==> src/rtl/imem_wb_bridge.sv <==
// Instruction-memory bridge: turns fetch-stage strobe/address requests into
// Wishbone classic reads, and turns errors, timeouts and misaligned fetches into a NOP plus a fault flag.
module imem_wb_bridge #(
  parameter int unsigned TIMEOUT  = 16,
  parameter logic [31:0] NOP_WORD = 32'h00000013
) (
  input  logic        clk,
  input  logic        rst_n,
  input  logic        i_Imem_stb,
  input  logic [31:0] i_Iaddr,
  output logic [31:0] o_Inst,
  output logic        o_Imem_ack,
  output logic        o_wb_cyc,
  output logic        o_wb_stb,
  output logic        o_wb_we,
  output logic [3:0]  o_wb_sel,
  output logic [31:0] o_wb_adr,
  input  logic [31:0] i_wb_dat,
  input  logic        i_wb_ack,
  input  logic        i_wb_err,
  output logic        o_fault,
  output logic [31:0] o_fault_addr
);

  localparam int unsigned CW = $clog2(TIMEOUT + 1);
  localparam logic [CW-1:0] LAST = CW'(TIMEOUT - 1);

  typedef enum logic [1:0] {
    IDLE = 2'd0,
    BUS  = 2'd1,
    RESP = 2'd2
  } state_t;

  state_t        state;
  logic [CW-1:0] cnt;
  logic [31:0]   addr_q;
  logic [31:0]   data_q;
  logic          fault_q;

  // The ack, fault and bus handshake are decoded from state only.
  // This keeps every path from an input to an output behind a flop.
  assign o_wb_cyc   = (state == BUS);
  assign o_wb_stb   = (state == BUS);
  assign o_wb_we    = 1'b0;
  assign o_wb_sel   = 4'hF;
  assign o_Imem_ack = (state == RESP);
  assign o_fault    = (state == RESP) && fault_q;
  assign o_Inst     = data_q;

  always_ff @(posedge clk) begin
    if (!rst_n) begin
      state        <= IDLE;
      cnt          <= '0;
      addr_q       <= '0;
      data_q       <= NOP_WORD;
      fault_q      <= 1'b0;
      o_fault_addr <= '0;
      o_wb_adr     <= '0;
    end else begin
      case (state)
        IDLE: begin
          if (i_Imem_stb) begin
            if (i_Iaddr[1:0] == 2'b00) begin
              addr_q   <= i_Iaddr;
              o_wb_adr <= {i_Iaddr[31:2], 2'b00};
              cnt      <= '0;
              state    <= BUS;
            end else begin
              data_q       <= NOP_WORD;
              fault_q      <= 1'b1;
              o_fault_addr <= i_Iaddr;
              state        <= RESP;
            end
          end
        end
        BUS: begin
          // A request withdrawn on the terminating cycle is dropped silently.
          if (i_wb_err || i_wb_ack || cnt == LAST) begin
            if (!i_Imem_stb) begin
              state <= IDLE;
            end else if (i_wb_ack && !i_wb_err) begin
              data_q  <= i_wb_dat;
              fault_q <= 1'b0;
              state   <= RESP;
            end else begin
              data_q       <= NOP_WORD;
              fault_q      <= 1'b1;
              o_fault_addr <= addr_q;
              state        <= RESP;
            end
          end else begin
            cnt <= cnt + 1'b1;
          end
        end
        RESP: begin
          state <= IDLE;
        end
        default: begin
          state <= IDLE;
        end
      endcase
    end
  end

endmodule

==> config.mk <==
export PLATFORM = sky130hd
export DESIGN_NAME = imem_wb_bridge
export DESIGN_NICKNAME = d
export VERILOG_FILES = /design/src/rtl/imem_wb_bridge.sv
export SDC_FILE = /design/constraint.sdc
export NUM_CORES = 1
export LEC_CHECK = 0
export ABC_CLOCK_PERIOD_IN_PS = 2700
export CORE_MARGIN = 2
export CORE_UTILIZATION = 50
export DETAILED_ROUTE_END_ITERATION = 12
export DONT_BUFFER_PORTS = 1
export PLACE_DENSITY_LB_ADDON = 0.3
export SYNTH_ARGS = -nofsm -noshare
export SYNTH_HDL_FRONTEND = slang
export SYNTH_SLANG_ARGS = --single-unit
==> constraint.sdc <==
create_clock -name clk -period 2.7 [get_ports clk]
set_input_delay 0.405 -clock clk [delete_from_list [all_inputs] [get_ports clk]]
set_output_delay 0.405 -clock clk [all_outputs]
set_load 0.05 [all_outputs]
Word-level counts from Yosys, hierarchy flattened

Cells that the tools add are included.

Reduce and logical (&&, ||, !) cells: 13
Equality and inequality tests: 10
Mux-type cells: 27
Add/sub/neg operators: 1

Operators with widths:

| kind                | number |
|---|---|
| $mux 32             | 10 |
| $pmux 32 s2         | 2 |
| $mux 5              | 3 |
| $ne 2x2->1 const B  | 6 |
| $pmux 5 s2          | 1 |
| $mux 2              | 4 |
| $reduce_and 6->1    | 1 |
| $add 5x1->5 const B | 1 |
| $eq 5x4->1 const B  | 1 |
| $mux 1              | 5 |
| $reduce_and 5->1    | 1 |
| $logic_not 2->1     | 2 |
| $pmux 2 s2          | 1 |
| $reduce_and 4->1    | 1 |
| $reduce_and 3->1    | 1 |
| $eq 2x1->1 const B  | 1 |
| $eq 2x2->1 const B  | 1 |
| $logic_and 1x1->1   | 2 |
| $logic_or 1x1->1    | 2 |
| $ne 2x1->1 const B  | 1 |
| $pmux 1 s2          | 1 |
| $reduce_and 2->1    | 1 |
| $reduce_bool 2->1   | 1 |
| $logic_not 1->1     | 1 |

Output and inout port bits: 105
Word-level logic and storage cells: 58
Register bits: 134

Logic depth before layout (Yosys ltp)

Gate-level depths: netlist (run 1).

Depth in word-level cells: 6
Gate-level depth with buffers: 9
Depth with buffers taken out: 7

Least setup slack after synthesis (run 1)

No wires, ideal clock.

Path kind: reg-to-output
Start: reg state[0]
End: out o_wb_stb
Path buffers: 3
Slack: 0.520 ns
Data arrival time: 1.775 ns
Stages on the path, launching flop included: 6
Path through: dfxtp_1 or2b_1 buf_2 clkinv_1 clkbuf_1 buf_4

Cells in the longest elaborated chain, start to end: 1

RTL lines:

| item                     | line | RTL |
|---|---|---|
| start: declaration       | 34   | `state_t state;` |
| start signal: assignment | 52   | `state <= IDLE;` |
| start signal: assignment | 67   | `state <= BUS;` |
| start signal: assignment | 72   | `state <= RESP;` |
| $eq 2x1->1               | n/a  |  |
| end: declaration         | 14   | `output logic o_wb_stb,` |

No other way between the ends.

Worst setup path in the final report (run 1)

Start: reg cnt[0]
End: reg data_q[29] (netlist: o_Inst[29])

Cells in the longest elaborated chain, start to end: 4

RTL lines:

| item                              | line | RTL |
|---|---|---|
| start: declaration                | 35   | `logic [CW-1:0] cnt;` |
| start signal: assignment          | 92   | `cnt <= cnt + 1'b1;` |
| $eq 5x4->1                        | 78   | `if (i_wb_err \|\| i_wb_ack \|\| cnt == LAST) begin` |
| $logic_or 1x1->1                  | 78   |  |
| $ne 2x1->1 (no source line)       | n/a  |  |
| $reduce_and 5->1 (no source line) | n/a  |  |
| end signal: assignment            | 82   | `data_q <= i_wb_dat;` |
| end: declaration                  | 37   | `logic [31:0] data_q;` |

No other way between the ends.
A chain may end at the register's enable or synchronous reset.

==> flow_metrics.tcl, run 1 <==
set metrics [dict create \
    worst_pin_slew_ns 1.18 \
    postSynthCellCount 513 \
    p_sw_mw 0.937 \
    die_area_um2 9620 \
    ios 174 \
    ir_drop_mv 0.309 \
    end_kind "register" \
    fin_crit_ns 2.38 \
    clock_latency_ns 0.36 \
    coreArea_um2 8640 \
    synthDistinctLibCells 40 \
    path_clk_slew_ns 0.11 \
    cts_root_buffer "clkbuf_8" \
    cpMaxStageDelayCell "nor2_2" \
    vias_per_cell 5.63 \
    timing.rr.start "cnt[0]$_SDFFE_PN0P_" \
    yosysMostFrequentCell "nand2_1" \
    worstPathArrival_ns 2.67 \
    die_w_um 98.1 \
    fill_cells 823 \
    rows 34 \
    nNetsFinal 534 \
    slowest_delay_ns 0.91 \
    synth_edf_count 0 \
    hold_depth 2 \
    ys_async_sr_fraction_pct 0 \
    grt.total_usage_pct 20.0 \
    post_cts_resized 0 \
    area_growth_pct -1.16 \
    powerDensity_nw_per_um2 674 \
    crit_type "reg2reg" \
    grt_antenna_before_repair 0 \
    yosys.area.top_type_share_pct 47.0 \
    required_ns 2.99 \
    ys_warn_count 0 \
    cts_tree "done" \
    grt_pass1_wl_um 15900 \
    io_buffer_count 0 \
    syn_area_per_cell_um2 8.63 \
    seq_power_share_pct 62.1 \
    cp_max_fo 29 \
    final.setup.worst_slack_ns 0.321 \
    setup_viol 0 \
    holdCritPathClass "in2reg" \
    drv_slew 0 \
    synth_top_area_cell "dfxtp_1" \
    clockPowerShare_pct 30.1 \
    comb_power_share_pct 7.8 \
    grt_max_degree 46 \
    fin_tns_setup_ns 0 \
    overflow 0 \
    cts.sinks 104 \
    timing.final.hold_violations 0 \
    min_to "addr_q[20]$_SDFFE_PN0P_" \
    skew_ns 0.0119 \
    clockBufferDepth 2 \
    htree_num_levels 3 \
    crit_path_cell_trace "ha_1 > and3_1 > ha_1 > nor3_4 > nor2_2 > a31o_2" \
    start_kind "register" \
    cts_buffers 9 \
    start_util_pct 51.2 \
    syn_area_um2 4430 \
    wire_per_inst_um 16.7 \
    antenna_left 0 \
    synth_top_cells_by_count "nand2_1, dfxtp_1, buf_4, nor2_1, a311oi_1" \
    p_leak_nw 1.71 \
    intPower_mw 2.01 \
    antenna_cells 0 \
    reg2regPathDepth 6 \
    first_pass_iters 4 \
    gp_congestion 0.821 \
    outcome "finished, final reports clean" \
    ys_ff_latch 104 \
    routed_wl_um 9600 \
    worstHoldStart "i_Iaddr[20]" \
    finalCritPeriodShare_pct 88.1 \
    die_h_um 98.1 \
    cts_setup_buffers 0 \
    whs_ns 0.168 \
    seq_area_frac_synth_pct 47.0 \
    rsz0062_at_grt "no" \
    reg2reg_to "o_Inst[29]$_SDFFE_PN0P_" \
    drt_first_iter_violations 163 \
    post-route-drc-count 0 \
    fmax_mhz 420 \
    relSlewSlack_pct 21.5 \
    grt_pass1_vias 3136 \
    crit_top_cell "ha_1" \
    synthTopCellsByArea "dfxtp_1, nand2_1, buf_4, a311oi_1, a31o_1" \
    synth_ff_type "dfxtp_1" \
    drive_gt1_share_pct 11.1 \
    switching_share_pct 31.8 \
    ctsHoldBuffers 0 \
    place_ws_ns 0.340 \
    r2r_slack_ns 0.32 \
    maxCapViolations 0 \
    hpwlAfterDp_um 6460 \
    num_vias 3242 \
]
[placed cells by master, fill, tap and decap left out, drive strengths merged]
cell type and count:
nand3b 5, clkbuf 10, conb 7, nand2 129
dfxtp 104, nor3 2, o311ai 1, clkinvlp 2
or3b 1, or2b 1, buf 12, or3 1
and2 3, a31o 29, a21oi 30, xor2 1
nand2b 1, and2b 1, o31a 3, nor2 38
clkinv 1, nand4 1, o21ai 2, a21boi 1
nor4b 2, and3 33, ha 2, nand3 2
o31ai 1, xnor2 1, o211a 1, a311oi 32
nor2b 2, inv 6
[worst max-delay path: cells and delay by family (launching register included)]
kind	cells	cell delay (ns)
AOI/OAI and AO/OA	1	0.29
adders and majority gates	2	0.48
DFF	1	0.39
and+or+nand+nor	3	1.17
[worst max path at each step]
stage,startpoint,to,slack (ns)
6_report,cnt[0]$_SDFFE_PN0P_,o_Inst[29]$_SDFFE_PN0P_,0.32
3_5_place_dp,cnt[0]$_SDFFE_PN0P_,o_Inst[29]$_SDFFE_PN0P_,0.34
2_1_floorplan,state[0]$_SDFFE_PN0P_,o_wb_stb,0.52
3_3_place_gp,cnt[0]$_SDFFE_PN0P_,o_Inst[27]$_SDFFE_PN0P_,0.43
5_1_grt,cnt[0]$_SDFFE_PN0P_,o_Inst[30]$_SDFFE_PN0P_,0.14
4_1_cts,cnt[0]$_SDFFE_PN0P_,o_Inst[29]$_SDFFE_PN0P_,0.31
[state kept, by name, indices dropped and copies added (netlist names)]
name	flops
addr_q	32
o_fault_addr	32
cnt	5
o_Inst	32
state	2
fault_q	1
[routing by layer]
metal	part of all wire [%]	track usage [%]	vias up
li1	-	-	1612
met1	42	25.5	1502
met3	10	7.52	6
met4	0.55	5.88	0
met2	48	31.7	122
met5	0	0	-
[power by group through the flow]
stage               clock, mW  sequential, mW  combinational [mW]
global route            0.973            1.84               0.262
floorplan                   0            1.80               0.287
finish                  0.888            1.83               0.229
detailed placement          0            1.87               0.230
global placement            0            1.87               0.225
CTS                     0.917            1.83               0.230
[stage by stage]
| stage | instance area [µm²] | power, mW | util (%) | instances |
|---|---|---|---|---|
| 2_1_floorplan | 4440 | 2.09 | - | 518 |
| 3_3_place_gp | 4200 | 2.09 | 48.6 | 560 |
| 3_5_place_dp | 4200 | 2.10 | 48.6 | 560 |
| 4_1_cts | 4370 | 2.98 | 50.7 | 576 |
| 5_1_grt | 4370 | 3.08 | 50.7 | 576 |
| 6_report | 4370 | 2.95 | 50.7 | 576 |
[logic make-up after synthesis]
logic type / synth area share (%)
AO/OA/AOI/OAI: 17.5
XOR/XNOR: 0.396
adder cells (fa/ha/maj): 0.565
buffers and inverters: 11.6
flip-flops: 47.0
other: 0.170
AND/OR/NAND/NOR: 22.8
[area by class of cell]
cell class                 instances  area [µm²]  area share [%]
timing repair buffer              12         115            2.63
multi-input combinational        333        1850            42.4
clock inverter                     6        50.0            1.14
clock buffer                      10         128            2.92
sequential                       104        2080            47.6
tap                              108         135            3.09
inverter                           3        11.3           0.257
Power figures use the tool's default switching activity.
==> run 2, diff against run 1 <==
--- a/config.mk
+++ b/config.mk
@@ -5,7 +5,7 @@
 export SDC_FILE = /design/constraint.sdc
 export NUM_CORES = 1
 export LEC_CHECK = 0
-export ABC_CLOCK_PERIOD_IN_PS = 2700
+export ABC_CLOCK_PERIOD_IN_PS = 2900
 export CORE_MARGIN = 2
 export CORE_UTILIZATION = 50
 export DETAILED_ROUTE_END_ITERATION = 12
==> constraint.sdc (replaced) <==
create_clock -name clk -period 2.9 [get_ports clk]
set_input_delay 0.435 -clock clk [delete_from_list [all_inputs] [get_ports clk]]
set_output_delay 0.435 -clock clk [all_outputs]
set_load 0.05 [all_outputs]
==> run 2 against run 1 <==
Count of clock-buffer cells in the layout decreased by 1. Combinational power decreased by 8%. Die area unchanged. Clock skew increased by 0.0023 ns. Sequential share of layout area increased by 0.055 points.
==> flow_metrics.tcl, run 2 (synthesis results as in run 1) <==
set metrics [dict create \
    rows 34 \
    fin_crit_ns 2.41 \
    cts_setup_buffers 0 \
    htree_num_levels 3 \
    hold_depth 2 \
    worstHoldStart "i_Iaddr[18]" \
    multi_input_area_um2 1850 \
    antenna_cells 0 \
    grt_pass1_wl_um 15800 \
    p_leak_nw 1.71 \
    drt_first_iter_violations 149 \
    finalCritPeriodShare_pct 83.1 \
    required_ns 3.17 \
    clockBufferDepth 2 \
    r2r_slack_ns 0.49 \
    cts_tree "done" \
    grt_pass1_vias 3228 \
    overflow 0 \
    antenna_left 0 \
    timing.final.hold_violations 0 \
    cts.sinks 104 \
    fin_util_pct 50.6 \
    setup_viol 0 \
    num_vias 3311 \
    area.sequential_um2 2080 \
    holdCritPathClass "in2reg" \
    drive_gt1_share_pct 10.6 \
    relSlewSlack_pct 22.4 \
    rsz0062_at_grt "no" \
    area_growth_pct -1.27 \
    nNetsFinal 530 \
    crit_type "reg2reg" \
    whs_ns 0.193 \
    skew_ns 0.0142 \
    maxCapViolations 0 \
    crit_start "cnt[0]$_SDFFE_PN0P_" \
    grt_antenna_before_repair 0 \
    place_ws_ns 0.487 \
    routed_wl_um 9800 \
    die_area_um2 9620 \
    gp_congestion 0.796 \
    fmax_mhz 415 \
    start_util_pct 51.2 \
    vias_per_cell 5.79 \
    end_kind "register" \
    io_buffer_count 0 \
    outcome "finished, final reports clean" \
    layout_commonest_cell "nand2_1" \
    reg2reg_to "o_fault_addr[14]$_SDFFE_PN0P_" \
    drv_slew 0 \
    ctsHoldBuffers 0 \
    cp_max_fo 44 \
    hpwlAfterDp_um 6510 \
    powerDensity_nw_per_um2 649 \
    clock_latency_ns 0.36 \
    timing.rr.start "cnt[0]$_SDFFE_PN0P_" \
    wire_per_inst_um 17.1 \
    worstPathArrival_ns 2.68 \
    design_area_um2 4370 \
    grt_max_degree 46 \
    reg2regPathDepth 8 \
    placed_cell_area_um2 4170 \
    cts_buffers 9 \
    ios 174 \
    min_to "addr_q[18]$_SDFFE_PN0P_" \
    worst_pin_slew_ns 1.16 \
    die_h_um 98.1 \
    path_clk_slew_ns 0.11 \
    layout_common_cells "nand2_1, dfxtp_1, nor2_1, a311oi_1, a21oi_1" \
    start_kind "register" \
    grt.total_usage_pct 20.0 \
    final.setup.worst_slack_ns 0.491 \
    coreArea_um2 8640 \
    ir_drop_mv 0.291 \
    cts_root_buffer "clkbuf_8" \
    post-route-drc-count 0 \
    first_pass_iters 6 \
    post_cts_resized 0 \
    die_w_um 98.1 \
    fin_tns_setup_ns 0 \
    fill_cells 842 \
]
## run 2: cell type report
cell class / count / share of cell area (%)
inverters: 3 / 0.258
clock inverters: 7 / 1.80
multi-input cells: 333 / 42.4
flip-flops and latches: 104 / 47.7
well taps: 108 / 3.09
repair buffers: 8 / 1.95
clock buffers: 9 / 2.84
## run 2: through the flow
step | power (mW) | instances
finish | 2.83 | 572
global route | 2.94 | 572
CTS | 2.86 | 572
detailed placement | 1.95 | 556
global placement | 1.94 | 556
floorplan | 1.95 | 518
## run 2: per-layer routing
layer / routed length (µm) / share of wire [%] / GRT usage (%)
met1: 4130 / 42 / 23.9
met2: 4490 / 46 / 32.7
met3: 1040 / 11 / 7.95
met4: 139 / 1.4 / 6.94
met5: 0 / 0 / 0
## run 2: worst max-delay path, stage by stage (launching register included)
cell	delay [ns]
dfxtp_1	0.38
ha_1	0.16
and3_1	0.16
ha_1	0.31
nor2b_1	0.18
o211a_2	0.50
buf_12	0.28
nor2_1	0.07
a311oi_1	0.27
## run 2: power by group
part	internal, mW	switching [mW]	total (mW)
logic	0.0635	0.147	0.210
registers	1.48	0.224	1.71
clock network	0.409	0.508	0.917
total	1.95	0.879	2.83
## run 2: worst max path at each step
stage                                    endpoint  slack [ns]
global placement          o_Inst[29]$_SDFFE_PN0P_        0.61
detailed placement  o_fault_addr[11]$_SDFFE_PN0P_        0.49
CTS                 o_fault_addr[11]$_SDFFE_PN0P_        0.49
floorplan                                o_wb_stb        0.69
finish              o_fault_addr[14]$_SDFFE_PN0P_        0.49
global route        o_fault_addr[28]$_SDFFE_PN0P_        0.21
==> run 3, diff against run 2 <==
--- a/config.mk
+++ b/config.mk
@@ -5,7 +5,7 @@
 export SDC_FILE = /design/constraint.sdc
 export NUM_CORES = 1
 export LEC_CHECK = 0
-export ABC_CLOCK_PERIOD_IN_PS = 2900
+export ABC_CLOCK_PERIOD_IN_PS = 2400
 export CORE_MARGIN = 2
 export CORE_UTILIZATION = 50
 export DETAILED_ROUTE_END_ITERATION = 12
==> constraint.sdc (replaced) <==
create_clock -name clk -period 2.4 [get_ports clk]
set_input_delay 0.36 -clock clk [delete_from_list [all_inputs] [get_ports clk]]
set_output_delay 0.36 -clock clk [all_outputs]
set_load 0.05 [all_outputs]
==> run 3 against run 2 <==
Core utilization increased by 0.78 points. Highest routed layer unchanged. Routed wire length fell by 0.13%. Largest cell class unchanged. Critical path type is now reg2out. First-iteration DRC count up 8.7%.
==> flow_metrics.tcl, run 3 (synthesis results as in run 1) <==
set metrics [dict create \
    setup_viol 0 \
    p_leak_nw 1.74 \
    min_to "addr_q[20]$_SDFFE_PN0P_" \
    io_buffer_count 0 \
    post-route-drc-count 0 \
    fin_crit_ns 2.12 \
    r2r_slack_ns 0.30 \
    grt_pass1_wl_um 15700 \
    path_clk_slew_ns 0.11 \
    seq_power_share_pct 59.6 \
    gp_congestion 0.760 \
    fin_util_pct 51.4 \
    drive_gt1_share_pct 11.3 \
    grt.total_usage_pct 19.9 \
    required_ns 2.04 \
    die_h_um 98.1 \
    start_kind "register" \
    antenna_left 0 \
    comb_power_share_pct 7.7 \
    start_util_pct 51.2 \
    layout_commonest_cell "nand2_1" \
    crit_family "buffers and inverters" \
    grt_antenna_before_repair 0 \
    ios 174 \
    outcome "finished, final reports clean" \
    maxCapViolations 0 \
    fin_tns_setup_ns 0 \
    relSlewSlack_pct 56.1 \
    htree_num_levels 3 \
    finalCritPeriodShare_pct 88.3 \
    reg2regPathDepth 8 \
    nNetsFinal 534 \
    hold_depth 2 \
    critPathBufInv 2 \
    vias_per_cell 5.68 \
    critical_path_depth 3 \
    fmax_mhz 472 \
    post_cts_resized 0 \
    crit_path_cell_trace "or2b_1 > inv_2 > buf_12" \
    hpwlAfterDp_um 6640 \
    worstHoldStart "i_Iaddr[20]" \
    intPower_mw 2.40 \
    reg2reg_to "o_fault_addr[8]$_SDFFE_PN0P_" \
    switching_share_pct 30.4 \
    cts_buffers 9 \
    die_w_um 98.1 \
    cp_max_fo 20 \
    ctsHoldBuffers 0 \
    first_pass_iters 6 \
    area_growth_pct 0.255 \
    drt_first_iter_violations 162 \
    drv_slew 0 \
    grt_max_degree 46 \
    cpMaxStageDelayCell "inv_2" \
    grt_pass1_vias 3209 \
    skew_ns 0.0141 \
    p_sw_mw 1.05 \
    cts_root_buffer "clkbuf_8" \
    die_area_um2 9620 \
    cts_setup_buffers 0 \
    wire_per_inst_um 17.0 \
    num_vias 3274 \
    timing.final.hold_violations 0 \
    powerDensity_nw_per_um2 779 \
    coreArea_um2 8640 \
    holdCritPathClass "in2reg" \
    worst_pin_slew_ns 0.657 \
    crit_type "reg2out" \
    timing.rr.start "cnt[0]$_SDFFE_PN0P_" \
    clockPowerShare_pct 32.6 \
    worstPathArrival_ns 1.76 \
    rows 34 \
    overflow 0 \
    clock_latency_ns 0.36 \
    layout_common_cells "nand2_1, dfxtp_1, nor2_1, a311oi_1, a21oi_1" \
    slowest_delay_ns 0.39 \
    rsz0062_at_grt "no" \
    clockBufferDepth 2 \
    ir_drop_mv 0.358 \
    whs_ns 0.122 \
    antenna_cells 0 \
    cts_tree "done" \
    routed_wl_um 9790 \
    end_kind "output pin" \
    cts.sinks 104 \
]
-- run 3: worst max path at each step --
stage                                startpoint                             to
final                     state[0]$_SDFFE_PN0P_                       o_wb_stb
after global routing        cnt[0]$_SDFFE_PN0P_  o_fault_addr[22]$_SDFFE_PN0P_
after CTS                   cnt[0]$_SDFFE_PN0P_         o_Inst[2]$_SDFFE_PN0P_
after detailed placement    cnt[0]$_SDFFE_PN0P_        o_Inst[31]$_SDFFE_PN0P_
after global placement      cnt[0]$_SDFFE_PN0P_        o_Inst[30]$_SDFFE_PN0P_
after floorplan           state[0]$_SDFFE_PN0P_                       o_wb_stb
-- run 3: per-stage QoR --
stage               instance area, µm²  setup slack (ns)  total power [mW]  instances
floorplan                         4440             0.265              2.35        518
global placement                  4220             0.139              2.36        560
detailed placement                4220            0.0518              2.37        560
CTS                               4430            0.0312              3.50        576
global route                      4440             0.122              3.61        576
finish                            4440             0.280              3.45        576
-- run 3: final cells by class --
| cell class | count | area [µm²] |
|---|---|---|
| multi-input cells | 333 | 1860 |
| inverters | 3 | 11.3 |
| clock inverters | 6 | 72.6 |
| fillers | 822 | 4200 |
| repair buffers | 12 | 140 |
| well taps | 108 | 135 |
| flip-flops and latches | 104 | 2080 |
| clock buffers | 10 | 138 |
-- run 3: power by group through the flow --
| stage | Combinational [mW] | Clock (mW) | Sequential [mW] |
|---|---|---|---|
| after floorplan | 0.323 | 0 | 2.03 |
| after global placement | 0.259 | 0 | 2.10 |
| after detailed placement | 0.268 | 0 | 2.10 |
| after CTS | 0.269 | 1.17 | 2.06 |
| after global routing | 0.301 | 1.24 | 2.07 |
| final | 0.266 | 1.13 | 2.06 |
-- run 3: metal layers --
metal / vias up / GRT usage (%) / wire, µm
met5: - / 0 / 0
met4: 0 / 5.77 / 95
met3: 9 / 8.95 / 1050
met2: 145 / 32.7 / 4690
met1: 1499 / 23.6 / 3960
li1: 1621 / - / -
